$ cat src/rtl/mcdf_pkg.sv
// Shared constants, FSM state type and length-code decode for the MCDF arbiter slice.
package mcdf_pkg;

  localparam int unsigned CH_NUM     = 3;
  localparam int unsigned DATA_W     = 32;
  localparam int unsigned FIFO_DEPTH = 32;
  localparam int unsigned ID_W       = 2;
  localparam int unsigned PRIO_W     = 2;
  localparam int unsigned LEN_W      = 2;
  localparam int unsigned CNT_W      = 6;

  typedef enum logic {
    IDLE  = 1'b0,
    BURST = 1'b1
  } arb_state_e;

  // Packet length code 0/1/2/3 -> 4/8/16/32 words.
  function automatic logic [CNT_W-1:0] len_decode(input logic [LEN_W-1:0] code);
    logic [CNT_W-1:0] len;
    case (code)
      2'd0:    len = 6'd4;
      2'd1:    len = 6'd8;
      2'd2:    len = 6'd16;
      default: len = 6'd32;
    endcase
    return len;
  endfunction

endpackage

$ cat src/rtl/mcdf_arb_pick.sv
// Combinational channel picker: lowest priority value wins; ties broken round-robin
// when ARB_ROUND_ROBIN_EN is defined, otherwise lowest channel index wins.
module mcdf_arb_pick
  import mcdf_pkg::*;
(
  input  logic [CH_NUM-1:0]        elig_i,
  input  logic [CH_NUM*PRIO_W-1:0] prio_i,
`ifdef ARB_ROUND_ROBIN_EN
  input  logic [ID_W-1:0]          rr_ptr_i,
`endif
  output logic [ID_W-1:0]          gnt_o,
  output logic                     any_elig_o
);

  logic [PRIO_W-1:0] best_prio;
  logic              found;
  int unsigned       idx;

  always_comb begin
    best_prio  = '1;
    found      = 1'b0;
    idx        = 0;
    gnt_o      = '0;
    any_elig_o = |elig_i;

    for (int unsigned c = 0; c < CH_NUM; c++) begin
      if (elig_i[c] && (prio_i[c*PRIO_W +: PRIO_W] < best_prio)) begin
        best_prio = prio_i[c*PRIO_W +: PRIO_W];
      end
    end

    // Second pass walks the channels in tie-break order and takes the first at best_prio.
    for (int unsigned k = 0; k < CH_NUM; k++) begin
`ifdef ARB_ROUND_ROBIN_EN
      idx = (32'(rr_ptr_i) + k) % CH_NUM;
`else
      idx = k;
`endif
      if (!found && elig_i[idx] && (prio_i[idx*PRIO_W +: PRIO_W] == best_prio)) begin
        gnt_o = ID_W'(idx);
        found = 1'b1;
      end
    end
  end

endmodule

$ cat src/rtl/mcdf_arbiter.sv
// MCDF arbiter: grants one channel holding a full packet and drains it to a registered
// valid/ready output. Optional round-robin tie-break via ARB_ROUND_ROBIN_EN.
module mcdf_arbiter
  import mcdf_pkg::*;
(
  input  logic                       clk_i,
  input  logic                       rst_i,
  input  logic [CH_NUM*DATA_W-1:0]   ch_data_i,
  input  logic [CH_NUM-1:0]          ch_valid_i,
  input  logic [CH_NUM*CNT_W-1:0]    ch_freeslot_i,
  output logic [CH_NUM-1:0]          ch_fetch_o,
  input  logic [CH_NUM-1:0]          ch_en_i,
  input  logic [CH_NUM*PRIO_W-1:0]   ch_prio_i,
  input  logic [CH_NUM*LEN_W-1:0]    ch_len_i,
  output logic                       out_valid_o,
  input  logic                       out_ready_i,
  output logic [DATA_W-1:0]          out_data_o,
  output logic [ID_W-1:0]            out_id_o,
  output logic [CNT_W-1:0]           out_len_o,
  output logic                       out_sop_o,
  output logic                       out_eop_o
);

  arb_state_e        state_q, state_d;
  logic [ID_W-1:0]   gnt_q, gnt_d;
  logic [CNT_W-1:0]  len_q, len_d;
  logic [CNT_W-1:0]  words_left_q, words_left_d;
  logic              out_valid_q, out_valid_d;
  logic [DATA_W-1:0] out_data_q, out_data_d;
  logic [ID_W-1:0]   out_id_q, out_id_d;
  logic [CNT_W-1:0]  out_len_q, out_len_d;
  logic              out_sop_q, out_sop_d;
  logic              out_eop_q, out_eop_d;
`ifdef ARB_ROUND_ROBIN_EN
  logic [ID_W-1:0]   rr_ptr_q, rr_ptr_d;
`endif

  logic [CH_NUM-1:0] elig;
  logic [CNT_W-1:0]  fs;
  logic [ID_W-1:0]   pick_gnt;
  logic              any_elig;
  logic              fetch_ok;

  // Freeslot above depth would underflow the occupancy, so it is excluded outright.
  always_comb begin
    elig = '0;
    fs   = '0;
    for (int unsigned c = 0; c < CH_NUM; c++) begin
      fs = ch_freeslot_i[c*CNT_W +: CNT_W];
      elig[c] = ch_en_i[c] && (fs <= CNT_W'(FIFO_DEPTH)) &&
                ((CNT_W'(FIFO_DEPTH) - fs) >= len_decode(ch_len_i[c*LEN_W +: LEN_W]));
    end
  end

  mcdf_arb_pick u_pick (
    .elig_i     (elig),
    .prio_i     (ch_prio_i),
`ifdef ARB_ROUND_ROBIN_EN
    .rr_ptr_i   (rr_ptr_q),
`endif
    .gnt_o      (pick_gnt),
    .any_elig_o (any_elig)
  );

  always_comb begin
    state_d      = state_q;
    gnt_d        = gnt_q;
    len_d        = len_q;
    words_left_d = words_left_q;
    out_valid_d  = out_valid_q;
    out_data_d   = out_data_q;
    out_id_d     = out_id_q;
    out_len_d    = out_len_q;
    out_sop_d    = out_sop_q;
    out_eop_d    = out_eop_q;
`ifdef ARB_ROUND_ROBIN_EN
    rr_ptr_d     = rr_ptr_q;
`endif
    fetch_ok     = 1'b0;
    ch_fetch_o   = '0;

    case (state_q)
      IDLE: begin
        if (any_elig) begin
          gnt_d        = pick_gnt;
          len_d        = len_decode(ch_len_i[pick_gnt*LEN_W +: LEN_W]);
          words_left_d = len_d;
          state_d      = BURST;
`ifdef ARB_ROUND_ROBIN_EN
          rr_ptr_d     = (pick_gnt == ID_W'(CH_NUM-1)) ? '0 : pick_gnt + ID_W'(1);
`endif
        end
      end
      BURST: begin
        // Reset gates the strobe so an aborted burst never pops the slave FIFO.
        fetch_ok = ch_valid_i[gnt_q] && (!out_valid_q || out_ready_i) && !rst_i;
      end
      default: state_d = IDLE;
    endcase

    if (fetch_ok) begin
      ch_fetch_o[gnt_q] = 1'b1;
      out_valid_d       = 1'b1;
      out_data_d        = ch_data_i[gnt_q*DATA_W +: DATA_W];
      out_id_d          = gnt_q;
      out_len_d         = len_q;
      out_sop_d         = (words_left_q == len_q);
      out_eop_d         = (words_left_q == CNT_W'(1));
      words_left_d      = words_left_q - CNT_W'(1);
      if (words_left_q == CNT_W'(1)) begin
        state_d = IDLE;
      end
    end else if (out_ready_i) begin
      out_valid_d = 1'b0;
    end
  end

  always_ff @(posedge clk_i) begin
    if (rst_i) begin
      state_q      <= IDLE;
      gnt_q        <= '0;
      len_q        <= '0;
      words_left_q <= '0;
      out_valid_q  <= 1'b0;
      out_data_q   <= '0;
      out_id_q     <= '0;
      out_len_q    <= '0;
      out_sop_q    <= 1'b0;
      out_eop_q    <= 1'b0;
`ifdef ARB_ROUND_ROBIN_EN
      rr_ptr_q     <= '0;
`endif
    end else begin
      state_q      <= state_d;
      gnt_q        <= gnt_d;
      len_q        <= len_d;
      words_left_q <= words_left_d;
      out_valid_q  <= out_valid_d;
      out_data_q   <= out_data_d;
      out_id_q     <= out_id_d;
      out_len_q    <= out_len_d;
      out_sop_q    <= out_sop_d;
      out_eop_q    <= out_eop_d;
`ifdef ARB_ROUND_ROBIN_EN
      rr_ptr_q     <= rr_ptr_d;
`endif
    end
  end

  assign out_valid_o = out_valid_q;
  assign out_data_o  = out_data_q;
  assign out_id_o    = out_id_q;
  assign out_len_o   = out_len_q;
  assign out_sop_o   = out_sop_q;
  assign out_eop_o   = out_eop_q;

endmodule

$ cat config.mk
export PLATFORM = sky130hd
export DESIGN_NAME = mcdf_arbiter
export DESIGN_NICKNAME = d
export VERILOG_FILES = /design/src/rtl/mcdf_pkg.sv /design/src/rtl/mcdf_arb_pick.sv /design/src/rtl/mcdf_arbiter.sv
export SDC_FILE = /design/constraint.sdc
export NUM_CORES = 1
export LEC_CHECK = 0
export ABC_AREA = 1
export CAP_MARGIN = 25
export CORE_AREA = 2 2 100 102
export CTS_BUF_LIST = sky130_fd_sc_hd__clkbuf_2
export DETAILED_ROUTE_END_ITERATION = 8
export DIE_AREA = 0 0 102 104
export PLACE_DENSITY = 0.79
export SLEW_MARGIN = 5
export SYNTH_ARGS = -nofsm -noshare
export SYNTH_HDL_FRONTEND = slang
export SYNTH_SLANG_ARGS = --single-unit
$ cat constraint.sdc
create_clock -name clk_i -period 3.8 [get_ports clk_i]
set_input_delay 0.76 -clock clk_i [delete_from_list [all_inputs] [get_ports clk_i]]
set_output_delay 0.76 -clock clk_i [all_outputs]
set_load 0.02 [all_outputs]
# Word level (Yosys, flattened, before mapping)
# Index checks and enable logic that the tools add are counted.
[classes] n_mux=26 addsub=4 bitwise_logic=1 n_shift=2 n_reduce_logical=31 n_eq_ne=14 order_cmp=11
[op_table] op="96-bit by 8-bit indexed part select with 32-bit output" count=1
[op_table] op="6-bit case mux with 3 select lines" count=4
[op_table] op="6-bit >= comparator" count=3
[op_table] op="6-bit <= comparator, second input constant" count=3
[op_table] op="6-bit two-way mux" count=3
[op_table] op="6-bit subtractor, first input constant" count=3
[op_table] op="1-bit logical AND" count=17
[op_table] op="1-bit two-way mux" count=12
[op_table] op="2-bit by 1-bit == test with 1-bit output, second input constant" count=4
[op_table] op="2-bit == test, second input constant" count=4
[op_table] op="2-bit logical NOT" count=4
[op_table] op="2-bit two-way mux" count=4
[op_table] op="2-bit == test" count=3
[op_table] op="6-bit by 1-bit == test with 1-bit output, second input constant" count=1
[op_table] op="6-bit == test" count=1
[op_table] op="6-bit by 4-bit indexed part select with 2-bit output" count=1
[op_table] op="6-bit by 1-bit subtractor with 6-bit output, second input constant" count=1
[op_table] op="1-bit logical NOT" count=4
[op_table] op="2-bit < comparator" count=2
[op_table] op="2-bit AND reduction" count=2
[op_table] op="2-bit nonzero test" count=2
[op_table] op="2-bit by 3-bit < comparator with 1-bit output, second input constant" count=1
[op_table] op="3-bit two-way mux" count=1
[op_table] op="3-bit OR reduction" count=1
[op_table] op="7 further kinds" count=7
[totals] output_inout_bits=46 regBits=58 wordCells=99

# Depth between registers and ports, before layout
[logic_depth] word_depth=29 ltp_mapped=33 ltp_nobuf=33

# Hierarchy
# Synthesis repeated with hierarchy kept, for this count alone.
[unflattened] cells_unflattened=606 area_unflattened_um2=3721.1
[modules_own_cells] mod="mcdf_arbiter" seq_area_each_um2=1081.0 area_each_um2=3403.3 n_inst=1 cells_per_inst=547
[modules_own_cells] mod="mcdf_arb_pick" seq_area_each_um2=0.0 area_each_um2=317.8 n_inst=1 cells_per_inst=59

# Worst setup path after synthesis
# Ideal clock, no wire load.
[synth_path] kind="input port to flip-flop" startpoint="in ch_freeslot_i[2]" endpoint="reg len_q[5]" setup_slack_ns=-0.105 t_required_ns=3.668 n_path_buf=0 t_arrival_ns=3.773 cell_stages=28 path_cell_list="nor2_2 nand3_2 xnor2_1 ha_1 nand2_1 inv_1 nand3b_1 nand3_1 nand2_1 nor2_1 ha_1 nand2_1 nand2_2 o21ai_1 ha_1 nand2_4 nand2_4 nand2_4 nand2_4 nand2_2 nand2_2 inv_2 nand2_1 and2_2 nand3_1 nand2_1 nand3_1 a21oi_1"
[synth_via] elab_chain_len=25 elab_cells_between_ends=34 classes_between="add/sub: 1; order compare: 4; eq/ne: 5; shift: 1; mux: 8; reduce/logical: 15"
[synth_lines] item="start, declared" line="mcdf_arbiter.sv:10" source="input logic [CH_NUM*CNT_W-1:0] ch_freeslot_i,"
[synth_lines] item="6-bit subtractor / 6-bit <= comparator (equally long branches)" line="mcdf_arbiter.sv:51, mcdf_arbiter.sv:50"
[synth_lines] item="6-bit >= comparator / 1-bit logical AND (equally long branches)" line="mcdf_arbiter.sv:51, mcdf_arbiter.sv:50"
[synth_lines] item="1-bit logical AND *" line="mcdf_arbiter.sv:50" source="elig[c] = ch_en_i[c] && (fs <= CNT_W'(FIFO_DEPTH)) &&"
[synth_lines] item="1-bit logical AND" line="mcdf_arb_pick.sv:27" source="if (elig_i[c] && (prio_i[c*PRIO_W +: PRIO_W] < best_prio)) begin"
[synth_lines] item="2-bit two-way mux" line="mcdf_arb_pick.sv:27"
[synth_lines] item="2-bit < comparator" line="mcdf_arb_pick.sv:27"
[synth_lines] item="1-bit logical AND" line="mcdf_arb_pick.sv:27"
[synth_lines] item="2-bit two-way mux" line="mcdf_arb_pick.sv:27"
[synth_lines] item="(+7 left out)"
[synth_lines] item="1-bit logical AND (2 in a row)" line="mcdf_arb_pick.sv:39" source="if (!found && elig_i[idx] && (prio_i[idx*PRIO_W +: PRIO_W] == best_prio)) begin"
[synth_lines] item="1-bit two-way mux" line="mcdf_arb_pick.sv:39"
[synth_lines] item="1-bit logical NOT" line="mcdf_arb_pick.sv:39"
[synth_lines] item="1-bit logical AND (2 in a row)" line="mcdf_arb_pick.sv:39"
[synth_lines] item="2-bit two-way mux" line="mcdf_arb_pick.sv:39"
[synth_lines] item="6-bit by 4-bit indexed part select with 2-bit output" line="mcdf_arbiter.sv:86" source="len_d = len_decode(ch_len_i[pick_gnt*LEN_W +: LEN_W]);"
[synth_lines] item="2-bit == test (tied with other cells)" line="mcdf_pkg.sv:20" source="case (code)"
[synth_lines] item="6-bit case mux with 3 select lines" line="mcdf_pkg.sv:20"
[synth_lines] item="end signal, assigned" line="mcdf_arbiter.sv:136" source="len_q <= len_d;"
[synth_lines] item="end, declared" line="mcdf_arbiter.sv:26" source="logic [CNT_W-1:0] len_q, len_d;"
# Mark *: on every way between the ends. The rest lies on a longest branch, timed or not.
# A chain may end at the register's enable or synchronous reset.

# Worst setup path after layout
[layout_path] startpoint="in ch_freeslot_i[0]" endpoint="reg len_q[2]"
# Same word-level chain as after synthesis.

==> results.json <==
{
  "layout_setup_ws_ns": -0.137,
  "clockBufferDepth": 2,
  "synthCells": 539,
  "io_buffers": 178,
  "maxCapViolations": 0,
  "dieArea_sq_um": 10600,
  "worst_slew_pin_slew_ns": 0.726,
  "clock_latency_ns": 0.47,
  "finalNonFillerCells": 887,
  "fmax_mhz": 254,
  "avgSynthCellArea_sq_um": 6.62,
  "antenna_left": 0,
  "antenna_found_initial": 0,
  "finalSetupViolations": 9,
  "reg2reg_setup_slack_ns": 1.23,
  "syn_to_final_growth_pct": 76.6,
  "h-tree-depth": 2,
  "layout.nets": 904,
  "status": "complete, but fails checks",
  "drtIter0Drc": 200,
  "num_antenna_cells": 0,
  "period_minus_slack_ns": 3.94,
  "clk_pin_slew_ns": 0.24,
  "track_usage_pct": 23.0,
  "ys_types": 33,
  "dp.cells": 860,
  "slew_viol_final": 0,
  "startpoint_type": "input pin",
  "clock-sinks": 54,
  "ys_warn_count": 0,
  "hold_end": "len_q[3]",
  "maxSlewHeadroom_pct": 51.5,
  "violations": "negative setup slack",
  "holdPathStages": 2,
  "cts_hold_buf": 0,
  "rsz0062_at_grt": "true",
  "drc": 0,
  "worstPathArrival_ns": 4.28,
  "crit_slowest_cell": "ha_4",
  "skew_ns": 0.0448,
  "syn-cell-area_sq_um": 3570,
  "p_per_area_nw_per_um2": 259,
  "hold_violations": 0,
  "die_w_um": 102,
  "cts-buffers-inserted": 5,
  "criticalPathCategory": "in2reg",
  "r2r_end": "out_data_o[20]",
  "setup-tns-final_ns": -1.05,
  "drt-total-wl_mm": 13.6,
  "die_y_um": 104,
  "drt_pass1_iterations": 5,
  "grt_pass1_wl_mm": 20.0,
  "worstSetupEndpointType": "register",
  "cp.required_ns": 4.15,
  "worstHoldStart": "len_q[3]",
  "crit_top_cell": "nand2_2",
  "core_area_sq_um": 9550,
  "crit_fanout": 5,
  "leakage_nw": 2.49,
  "via_count": 4605,
  "top_level_ports": 181,
  "initial_utilization_pct": 37.4,
  "wl_per_cell_um": 15.3,
  "period_share_pct": 104,
  "core.rowCount": 36,
  "cts_tree": "done",
  "synth.ff_latch_count": 54,
  "worstHoldPathType": "reg2reg",
  "reg2reg_from": "gnt_q[1]",
  "rr_worst_depth": 9,
  "dp_hpwl_mm": 9.89,
  "ys_seq_area_share_pct": 30.3,
  "cts_root_buf": "clkbuf_2",
  "avgViaCountPerCell": 5.19,
  "drive_gt1_share_pct": 21.2,
  "peakVddDrop_uv": 172,
  "grt.overflow.total": 0,
  "slowest_delay_ns": 0.26,
  "gp_congestion": 0.845,
  "grt_pass1_vias": 4338,
  "grt_max_degree": 40
}
worst max path at each step:
| stage | start | end | slack [ns] |
|---|---|---|---|
| 6_report | ch_freeslot_i[0] | len_q[2] | -0.14 |
| 5_1_grt | ch_freeslot_i[0] | len_q[2] | -0.28 |
| 4_1_cts | ch_freeslot_i[4] | words_left_q[3] | 0.004 |
| 3_5_place_dp | ch_freeslot_i[2] | len_q[4] | -0.82 |
| 3_3_place_gp | ch_freeslot_i[2] | words_left_q[4] | -0.56 |
| 2_1_floorplan | ch_freeslot_i[2] | len_q[5] | -0.001 |
cell families (layout without fill, tap and decap cells):
group,after synthesis,in the layout,synth area share (%)
AO/OA/AOI/OAI,103,103,18.8
XOR/XNOR,3,3,0.736
adder cells (fa/ha/maj),16,16,5.61
buffers and inverters,82,296,8.94
flip-flops,54,54,30.3
other,1,2,0.105
AND/OR/NAND/NOR,280,280,35.6
critical path, delay by kind of cell:
family / cells / cell delay [ns]
and+or+nand+nor: 20 / 2.14
adders and majority gates: 3 / 0.67
buffers and inverters: 5 / 0.61
AOI/OAI and AO/OA: 2 / 0.12
layout by cell type, fill, tap and decap left out, drive strengths merged:
| cell | instances |
|---|---|
| buf | 56 |
| a41oi | 32 |
| and2 | 1 |
| o2111ai | 1 |
| nand3 | 60 |
| nand4 | 4 |
| clkbuf | 5 |
| xnor2 | 3 |
| clkinv | 1 |
| o211ai | 1 |
| nand3b | 1 |
| a21oi | 26 |
| nand2 | 177 |
| conb | 2 |
| a211oi | 1 |
| o22ai | 2 |
| or2 | 1 |
| nor2 | 34 |
| a31oi | 1 |
| nor3 | 2 |
| inv | 59 |
| clkdlybuf4s15 | 1 |
| clkdlybuf4s50 | 167 |
| bufinv | 1 |
| dlygate4sd2 | 6 |
| ha | 16 |
| dfxtp | 54 |
| o21ai | 39 |
final cells by class:
| class | instances | area [sq um] |
|---|---|---|
| Sequential cell | 54 | 1080 |
| Fill cell | 772 | 3240 |
| Timing Repair Buffer | 230 | 2170 |
| Tap cell | 133 | 166 |
| Multi-Input combinational cell | 404 | 2600 |
| Clock inverter | 3 | 42.5 |
| Clock buffer | 5 | 25.0 |
| Inverter | 58 | 218 |
synth_stat cells:
cell type,number,share of area (%)
and2_2,1,0.21
nand2_4,5,1.6
xnor2_1,3,0.74
clkbuf_4,1,0.21
o21ai_0,38,5.3
a41oi_1,32,7.9
nand3b_1,1,0.21
inv_1,56,5.9
conb_1,1,0.11
o2111ai_1,1,0.25
nand2_2,6,1.1
nor2_1,26,2.7
buf_4,2,0.42
or2_4,1,0.25
nand2_1,166,17
nor2_2,4,0.70
dfxtp_1,54,30
a211oi_1,1,0.21
a21oi_2,2,0.49
a31oi_1,1,0.18
clkbuf_1,21,2.2
nand3_2,4,1.1
a21oi_1,24,3.4
nand4_2,1,0.35
o22ai_1,2,0.35
o211ai_4,1,0.60
ha_1,16,5.6
inv_2,2,0.21
nor2_4,4,1.3
nor3_1,2,0.28
nand4_1,3,0.53
o21ai_1,1,0.14
nand3_1,56,7.9
what timing repair did:
action                                  CTS  global route
endpoints found under the setup margin   10            10
pin swaps                                34            53
buffers inserted                         14             5
gates resized for setup                  56            60
flip-flops by register name, summed over array words and instances, names as in the netlist:
register and flops:
out_len_o 4, words_left_q 6, gnt_q 2, len_q 4
state_q 1, out_sop_o 1, out_eop_o 1, out_data_o 32
out_valid_o 1, out_id_o 2
metal layers:
layer	up-vias	track usage [%]	wire length, um
li1	2236	-	-
met1	2155	25.1	5240
met2	182	43.6	7040
met3	32	4.70	946
met4	0	6.38	331
met5	-	0	0
metrics by stage:
step           power [mW]  worst slack (ns)  utilization, %  hold WS (ns)  instance area [sq um]
6_report             1.63            -0.137            66.0         0.484                   6300
4_1_cts              1.57           0.00383            62.7         0.466                   5980
3_3_place_gp         1.22            -0.563            59.8         0.451                   5710
2_1_floorplan       0.937          -0.00126               -         0.445                   3610
3_5_place_dp         1.24            -0.818            59.8         0.456                   5710
5_1_grt              1.72            -0.280            66.0         0.499                   6300
power by group:
group	internal [mW]	switching [mW]
combinational	0.334	0.357
clock	0.112	0.194
sequential	0.607	0.0262
total	1.05	0.577
Note: power is estimated with default switching activity, not from simulation.
